[config.mk]
export PLATFORM = sky130hd
export DESIGN_NAME = arb_l0_multi_flat
export DESIGN_NICKNAME = d
export VERILOG_FILES = /design/src/rtl/arb_l0_multi_if.sv /design/src/rtl/arb_l0_multi.sv /design/src/flat_wrapper.sv
export SDC_FILE = /design/constraint.sdc
export NUM_CORES = 1
export LEC_CHECK = 0
export BUFFER_PORTS_ARGS = -buffer_cell sky130_fd_sc_hd__buf_2
export CAP_MARGIN = 15
export CORE_AREA = 3 3 202 204
export CTS_CLUSTER_DIAMETER = 100
export CTS_CLUSTER_SIZE = 16
export DETAILED_ROUTE_END_ITERATION = 8
export DIE_AREA = 0 0 205 207
export PLACE_DENSITY = 0.38
export SETUP_SLACK_MARGIN = 0.2
export SLEW_MARGIN = 30
export SYNTH_ARGS = -nofsm -noshare
export SYNTH_HDL_FRONTEND = slang
export SYNTH_SLANG_ARGS = --single-unit
[constraint.sdc]
create_clock -name clk_i -period 4.2 [get_ports clk_i]
set_clock_uncertainty 0.05 [all_clocks]
set_input_delay 0.21 -clock clk_i [delete_from_list [all_inputs] [get_ports clk_i]]
set_output_delay 0.21 -clock clk_i [all_outputs]
set_load 0.1 [all_outputs]
[src/rtl/arb_l0_multi_if.sv]
// MemSplit32 request/ack + resp/rdata channel bundle; N lanes packed side by side
// (lane k uses bit k, or slice [k*32 +: 32] / [k*4 +: 4]).
interface arb_l0_multi_if #(
  parameter int N = 1
) ();
  logic [N-1:0]    req;
  logic [N-1:0]    we;
  logic [N*32-1:0] addr;
  logic [N*4-1:0]  be;
  logic [N*32-1:0] wdata;
  logic [N-1:0]    ack;
  logic [N-1:0]    resp;
  logic [N*32-1:0] rdata;

  modport master (
    output req, we, addr, be, wdata,
    input  ack, resp, rdata
  );

  modport slave (
    input  req, we, addr, be, wdata,
    output ack, resp, rdata
  );
endinterface

[src/rtl/arb_l0_multi.sv]
// Single-master to N-slave address-decoded router with in-order outstanding reads
// and an internal error slave for unmapped addresses.
module arb_l0_multi #(
  parameter int          NUM_SLAVES      = 4,
  parameter int          MAX_OUTSTANDING = 2,
  parameter logic [31:0] ERR_RDATA       = 32'hDEADBEEF
) (
  input  logic          clk_i,
  input  logic          rst_i,
  arb_l0_multi_if.slave  m,
  arb_l0_multi_if.master s
);

  localparam int SEL_W  = $clog2(NUM_SLAVES);
  localparam int CNT_W  = $clog2(MAX_OUTSTANDING + 1);
  localparam int RSEL_W = $clog2(NUM_SLAVES + 1);
  localparam logic [RSEL_W-1:0] ERR_SEL = RSEL_W'(NUM_SLAVES);
  localparam logic [CNT_W-1:0]  CNT_MAX = CNT_W'(MAX_OUTSTANDING);

  logic [CNT_W-1:0]  rd_cnt;
  logic [RSEL_W-1:0] rd_sel;
  logic              err_resp_q;

  logic [SEL_W-1:0]  idx;
  logic [RSEL_W-1:0] tgt;
  logic              tgt_err;
  logic              lim_block;
  logic              fwd;
  logic              accept;

  logic                     ack_d;
  logic                     resp_d;
  logic [31:0]              rdata_d;
  logic [NUM_SLAVES-1:0]    s_req_d;
  logic [NUM_SLAVES-1:0]    s_we_d;
  logic [NUM_SLAVES*32-1:0] s_addr_d;
  logic [NUM_SLAVES*4-1:0]  s_be_d;
  logic [NUM_SLAVES*32-1:0] s_wdata_d;

  assign idx     = m.addr[31 -: SEL_W];
  assign tgt_err = (RSEL_W'(idx) >= ERR_SEL);
  assign tgt     = tgt_err ? ERR_SEL : RSEL_W'(idx);

  always_comb begin
    resp_d  = 1'b0;
    rdata_d = '0;
    if (rd_cnt != '0) begin
      if (rd_sel == ERR_SEL) begin
        resp_d  = err_resp_q;
        rdata_d = ERR_RDATA;
      end else begin
        for (int unsigned k = 0; k < NUM_SLAVES; k++) begin
          if (rd_sel == RSEL_W'(k)) begin
            resp_d  = s.resp[k];
            rdata_d = s.rdata[k*32 +: 32];
          end
        end
      end
    end
  end

  // A read at the limit may proceed in the cycle a response retires one,
  // so a full pipe keeps rd_cnt at MAX instead of bubbling through MAX-1.
  assign lim_block = !m.we[0] && (rd_cnt == CNT_MAX) && !resp_d;
  assign fwd       = m.req[0] && ((rd_cnt == '0) || (tgt == rd_sel)) && !lim_block;

  always_comb begin
    ack_d     = 1'b0;
    s_req_d   = '0;
    s_we_d    = '0;
    s_addr_d  = '0;
    s_be_d    = '0;
    s_wdata_d = '0;
    if (fwd && tgt_err) begin
      ack_d = 1'b1;
    end
    for (int unsigned k = 0; k < NUM_SLAVES; k++) begin
      if (fwd && !tgt_err && (tgt == RSEL_W'(k))) begin
        s_req_d[k]            = 1'b1;
        s_we_d[k]             = m.we[0];
        s_addr_d[k*32 +: 32]  = m.addr;
        s_be_d[k*4 +: 4]      = m.be;
        s_wdata_d[k*32 +: 32] = m.wdata;
        ack_d                 = s.ack[k];
      end
    end
  end

  assign accept = m.req[0] && !m.we[0] && ack_d;

  always_ff @(posedge clk_i or negedge rst_i) begin
    if (!rst_i) begin
      rd_cnt     <= '0;
      rd_sel     <= '0;
      err_resp_q <= 1'b0;
    end else begin
      err_resp_q <= accept && tgt_err;
      if (accept) begin
        rd_sel <= tgt;
      end
      if (accept && !resp_d) begin
        rd_cnt <= rd_cnt + CNT_W'(1);
      end else if (!accept && resp_d) begin
        rd_cnt <= rd_cnt - CNT_W'(1);
      end
    end
  end

  assign m.ack   = ack_d;
  assign m.resp  = resp_d;
  assign m.rdata = rdata_d;
  assign s.req   = s_req_d;
  assign s.we    = s_we_d;
  assign s.addr  = s_addr_d;
  assign s.be    = s_be_d;
  assign s.wdata = s_wdata_d;

endmodule

[src/flat_wrapper.sv]
// flat-port wrapper written by rule: the top's interface ports become plain ports
module arb_l0_multi_flat 
#(
  parameter int          NUM_SLAVES      = 4,
  parameter int          MAX_OUTSTANDING = 2,
  parameter logic [31:0] ERR_RDATA       = 32'hDEADBEEF
)
  (clk_i, rst_i, m_req, m_we, m_addr, m_be, m_wdata, m_ack, m_resp, m_rdata, s_req, s_we, s_addr, s_be, s_wdata, s_ack, s_resp, s_rdata);
  arb_l0_multi_if #(.N(1)) m_i ();
  arb_l0_multi_if #(.N(4)) s_i ();
  input  logic clk_i;
  input  logic rst_i;
  input wire logic [$bits(m_i.req)-1:0] m_req;
  input wire logic [$bits(m_i.we)-1:0] m_we;
  input wire logic [$bits(m_i.addr)-1:0] m_addr;
  input wire logic [$bits(m_i.be)-1:0] m_be;
  input wire logic [$bits(m_i.wdata)-1:0] m_wdata;
  output wire logic [$bits(m_i.ack)-1:0] m_ack;
  output wire logic [$bits(m_i.resp)-1:0] m_resp;
  output wire logic [$bits(m_i.rdata)-1:0] m_rdata;
  output wire logic [$bits(s_i.req)-1:0] s_req;
  output wire logic [$bits(s_i.we)-1:0] s_we;
  output wire logic [$bits(s_i.addr)-1:0] s_addr;
  output wire logic [$bits(s_i.be)-1:0] s_be;
  output wire logic [$bits(s_i.wdata)-1:0] s_wdata;
  input wire logic [$bits(s_i.ack)-1:0] s_ack;
  input wire logic [$bits(s_i.resp)-1:0] s_resp;
  input wire logic [$bits(s_i.rdata)-1:0] s_rdata;
  assign m_i.req = m_req;
  assign m_i.we = m_we;
  assign m_i.addr = m_addr;
  assign m_i.be = m_be;
  assign m_i.wdata = m_wdata;
  assign m_ack = m_i.ack;
  assign m_resp = m_i.resp;
  assign m_rdata = m_i.rdata;
  assign s_req = s_i.req;
  assign s_we = s_i.we;
  assign s_addr = s_i.addr;
  assign s_be = s_i.be;
  assign s_wdata = s_i.wdata;
  assign s_i.ack = s_ack;
  assign s_i.resp = s_resp;
  assign s_i.rdata = s_rdata;
  arb_l0_multi #(.NUM_SLAVES(NUM_SLAVES), .MAX_OUTSTANDING(MAX_OUTSTANDING), .ERR_RDATA(ERR_RDATA)) u_core (.clk_i(clk_i), .rst_i(rst_i), .m(m_i), .s(s_i));
endmodule
==> results.cfg <==
[synthesis]
syn_inst = 416
syn_area_per_cell_um2 = 7.70
synthDistinctLibCells = 26
synth_top_area_cell = and2_1
synth-adder-area-share_pct = 0.390
yosys-top-cells-area = and2_1 52%, mux4_2 24%, nor2b_1 6.4%
synth-compound-area-share_pct = 0.156
synthArstFlopShare_pct = 100
synth_enable_flop_cells = 0
netlist.area_leader.share_pct = 51.5
ys_ff_latch = 4
synth_common_cells = 264 x and2_1, 34 x clkbuf_1, 34 x mux4_2, 33 x nor2b_1, 8 x nor4b_1
synth.area.mux_share_pct = 24.6
synth_top_flop_cell = dfrtp_1
yosysMostFrequentCell = and2_1
syn_area_um2 = 3200
synthSimpleGateAreaFrac_pct = 63.5
synth_top_family_by_area = simple AND/OR/NAND/NOR gates
synth_xor_area_share_pct = 1.37
ys_warn_count = 0
ys_seq_area_share_pct = 3.12

[global_routing]
grtUsageTotal_pct = 9.76
antenna_found_initial = 3
grt_max_degree = 68
grt_pass1_vias = 5055
grt_overflow_total = 0
grt_pass1_wl_um = 31700

[final_layout]
drive_gt1_share_pct = 63.5
num-nets-final = 1113
n_antenna_cell = 0
multi_input_area_um2 = 2930
num-fill-cells = 4488
seqCellArea_um2 = 101
area_growth_pct = 134

[pwr]
total_power_mw = 4.87
power_density_nw_per_um2 = 649
sw_frac_of_total_pct = 75.9
combPwrFrac_pct = 94.9
power.internal_mw = 1.17
seq_power_share_pct = 1.9
peakVddDrop_mv = 0.317
power_frac_clock_pct = 3.2
p_sw_mw = 3.69
p_leak_nw = 3.99

[clock_network]
clock_tree.root_cell = clkbuf_16
worstSkewPairLatency_ns = 0.23
cts.hold.buffers_added = 1
cts_sinks = 4
clockBufferDepth = 2
cts.repair.resized = 0
clk_pin_slew_worst_paths_ns = 0.03
htree_levels = 1
cts_setup_buffers = 0
cts_tree = done
cts-buffers-inserted = 3

[die]
die-area_um2 = 42400
die_y_um = 207
fp-row-count = 73
core-area_um2 = 39500
die_x_um = 205
pin_count = 522
initial_core_util_pct = 8.12

[route]
ant_nets = 0
vias = 4871
first_iter_violations = 153
drcViolationCount = 0
post_drt_wl_per_cell_um = 15.8
via_per_inst = 3.41
wirelength_um = 22600
drt_first_pass_iters = 4

[sta]
relSlewSlack_pct = 52.1
rsz0062_at_grt = false
slew_viol_final = 0
post-route-period-util_pct = 72.1
worst_pin_slew_ns = 0.719
setup_viol = 0
hold_viol = 0
max_freq_ghz = 0.330
setup_slack_ns = 1.17
min_period_ns = 3.03

[worst_hold_path]
min_path_type = input pin to async pin

[setup_path]
r2r_slack_ns = 1.71
cp_data_arrival_time_ns = 2.77
path_class = register to primary output
crit_path_end_kind = primary output
required_ns = 3.94
cp_max_fo = 67
cp-start-kind = register

[place]
gp_congestion = 0.742
io_buffers = 517
hpwlAfterDp_um = 19900
post-place-ws_ns = 1.28

[status]
status = complete, no violations

[flow_run]
maxCapViolCount = 0
[layer usage]
metal | vias to the layer above | routed length [um] | GRT usage [%]
met5 | - | 0 | 0
met4 | 0 | 373 | 1.70
met3 | 12 | 2400 | 2.77
met2 | 322 | 12500 | 20.2
met1 | 2229 | 7330 | 9.42
li1 | 2308 | - | -
[flip-flops by register name, indices dropped and copies added (netlist names)]
register,flops
u_core.rd_cnt,2
u_core.rd_sel,2
[layout by cell type, fill, tap and decap left out, drive strengths merged]
master / instances
buf: 526
and2: 264
mux4: 34
nor2b: 33
nor4b: 9
nor2: 6
conb: 4
clkbuf: 4
dfrtp: 4
xnor2: 3
nand2b: 3
xor2: 2
mux2: 2
inv: 1
a21oi: 1
nand2: 1
and4bb: 1
nor4bb: 1
nand3b: 1
nor3: 1
ha: 1
dlygate4sd3: 1
[power groups by stage]
stage	Clock, mW	Combinational (mW)	Sequential (mW)
after global routing	0.162	4.79	0.0940
after global placement	0	4.67	0.0898
after CTS	0.157	4.67	0.0912
after floorplan	0	3.80	0.0747
final	0.156	4.62	0.0903
after detailed placement	0	4.66	0.0897
[cell families after synthesis]
logic type,Yosys count
fa+ha+maj,1
compound gates,1
simple gates,320
buf+inv,48
other cells,1
xor+xnor,5
flops,4
mux,36
[worst max-delay path, stage by stage, from the launching register on]
cell and delay (ns):
dfrtp_2 0.38, mux4_2 0.55, nor4b_4 0.54, and4bb_4 0.47
and2_1 0.26, buf_2 0.29
[path summary, 6_finish.rpt]
check / startpoint / endpoint / cells past startpoint
max in group asynchronous: rst_i / u_core.rd_sel[0] / 2
worst max-delay path: u_core.rd_sel[0] / s_wdata[16] / 5
worst min register to register: u_core.rd_cnt[1] / u_core.rd_cnt[1] / 1
worst min-delay path: rst_i / u_core.rd_cnt[0] / 2
worst max register to register: u_core.rd_sel[0] / u_core.rd_cnt[1] / 7
min in group clk_i: m_addr[31] / u_core.rd_sel[1] / 2
[stage by stage]
stage	instance area (um2)	setup TNS (ns)	instances	hold WS [ns]	utilization (%)
2_1_floorplan	3220	-0.628	419	-0.136	-
3_3_place_gp	7400	0	1423	-0.0231	18.8
3_5_place_dp	7400	0	1423	-0.0246	18.8
4_1_cts	7490	0	1428	0.324	19.0
5_1_grt	7500	0	1428	0.342	19.0
6_report	7500	0	1428	0.313	19.0
[area by class of cell]
type	instances	share of cell area [%]
Clock buffer	4	1.05
Inverter	1	0.0501
Multi-Input combinational cell	367	39.0
Sequential cell	4	1.35
Tap cell	525	8.76
Timing Repair Buffer	527	49.8
(Power assumes the default switching activity.)
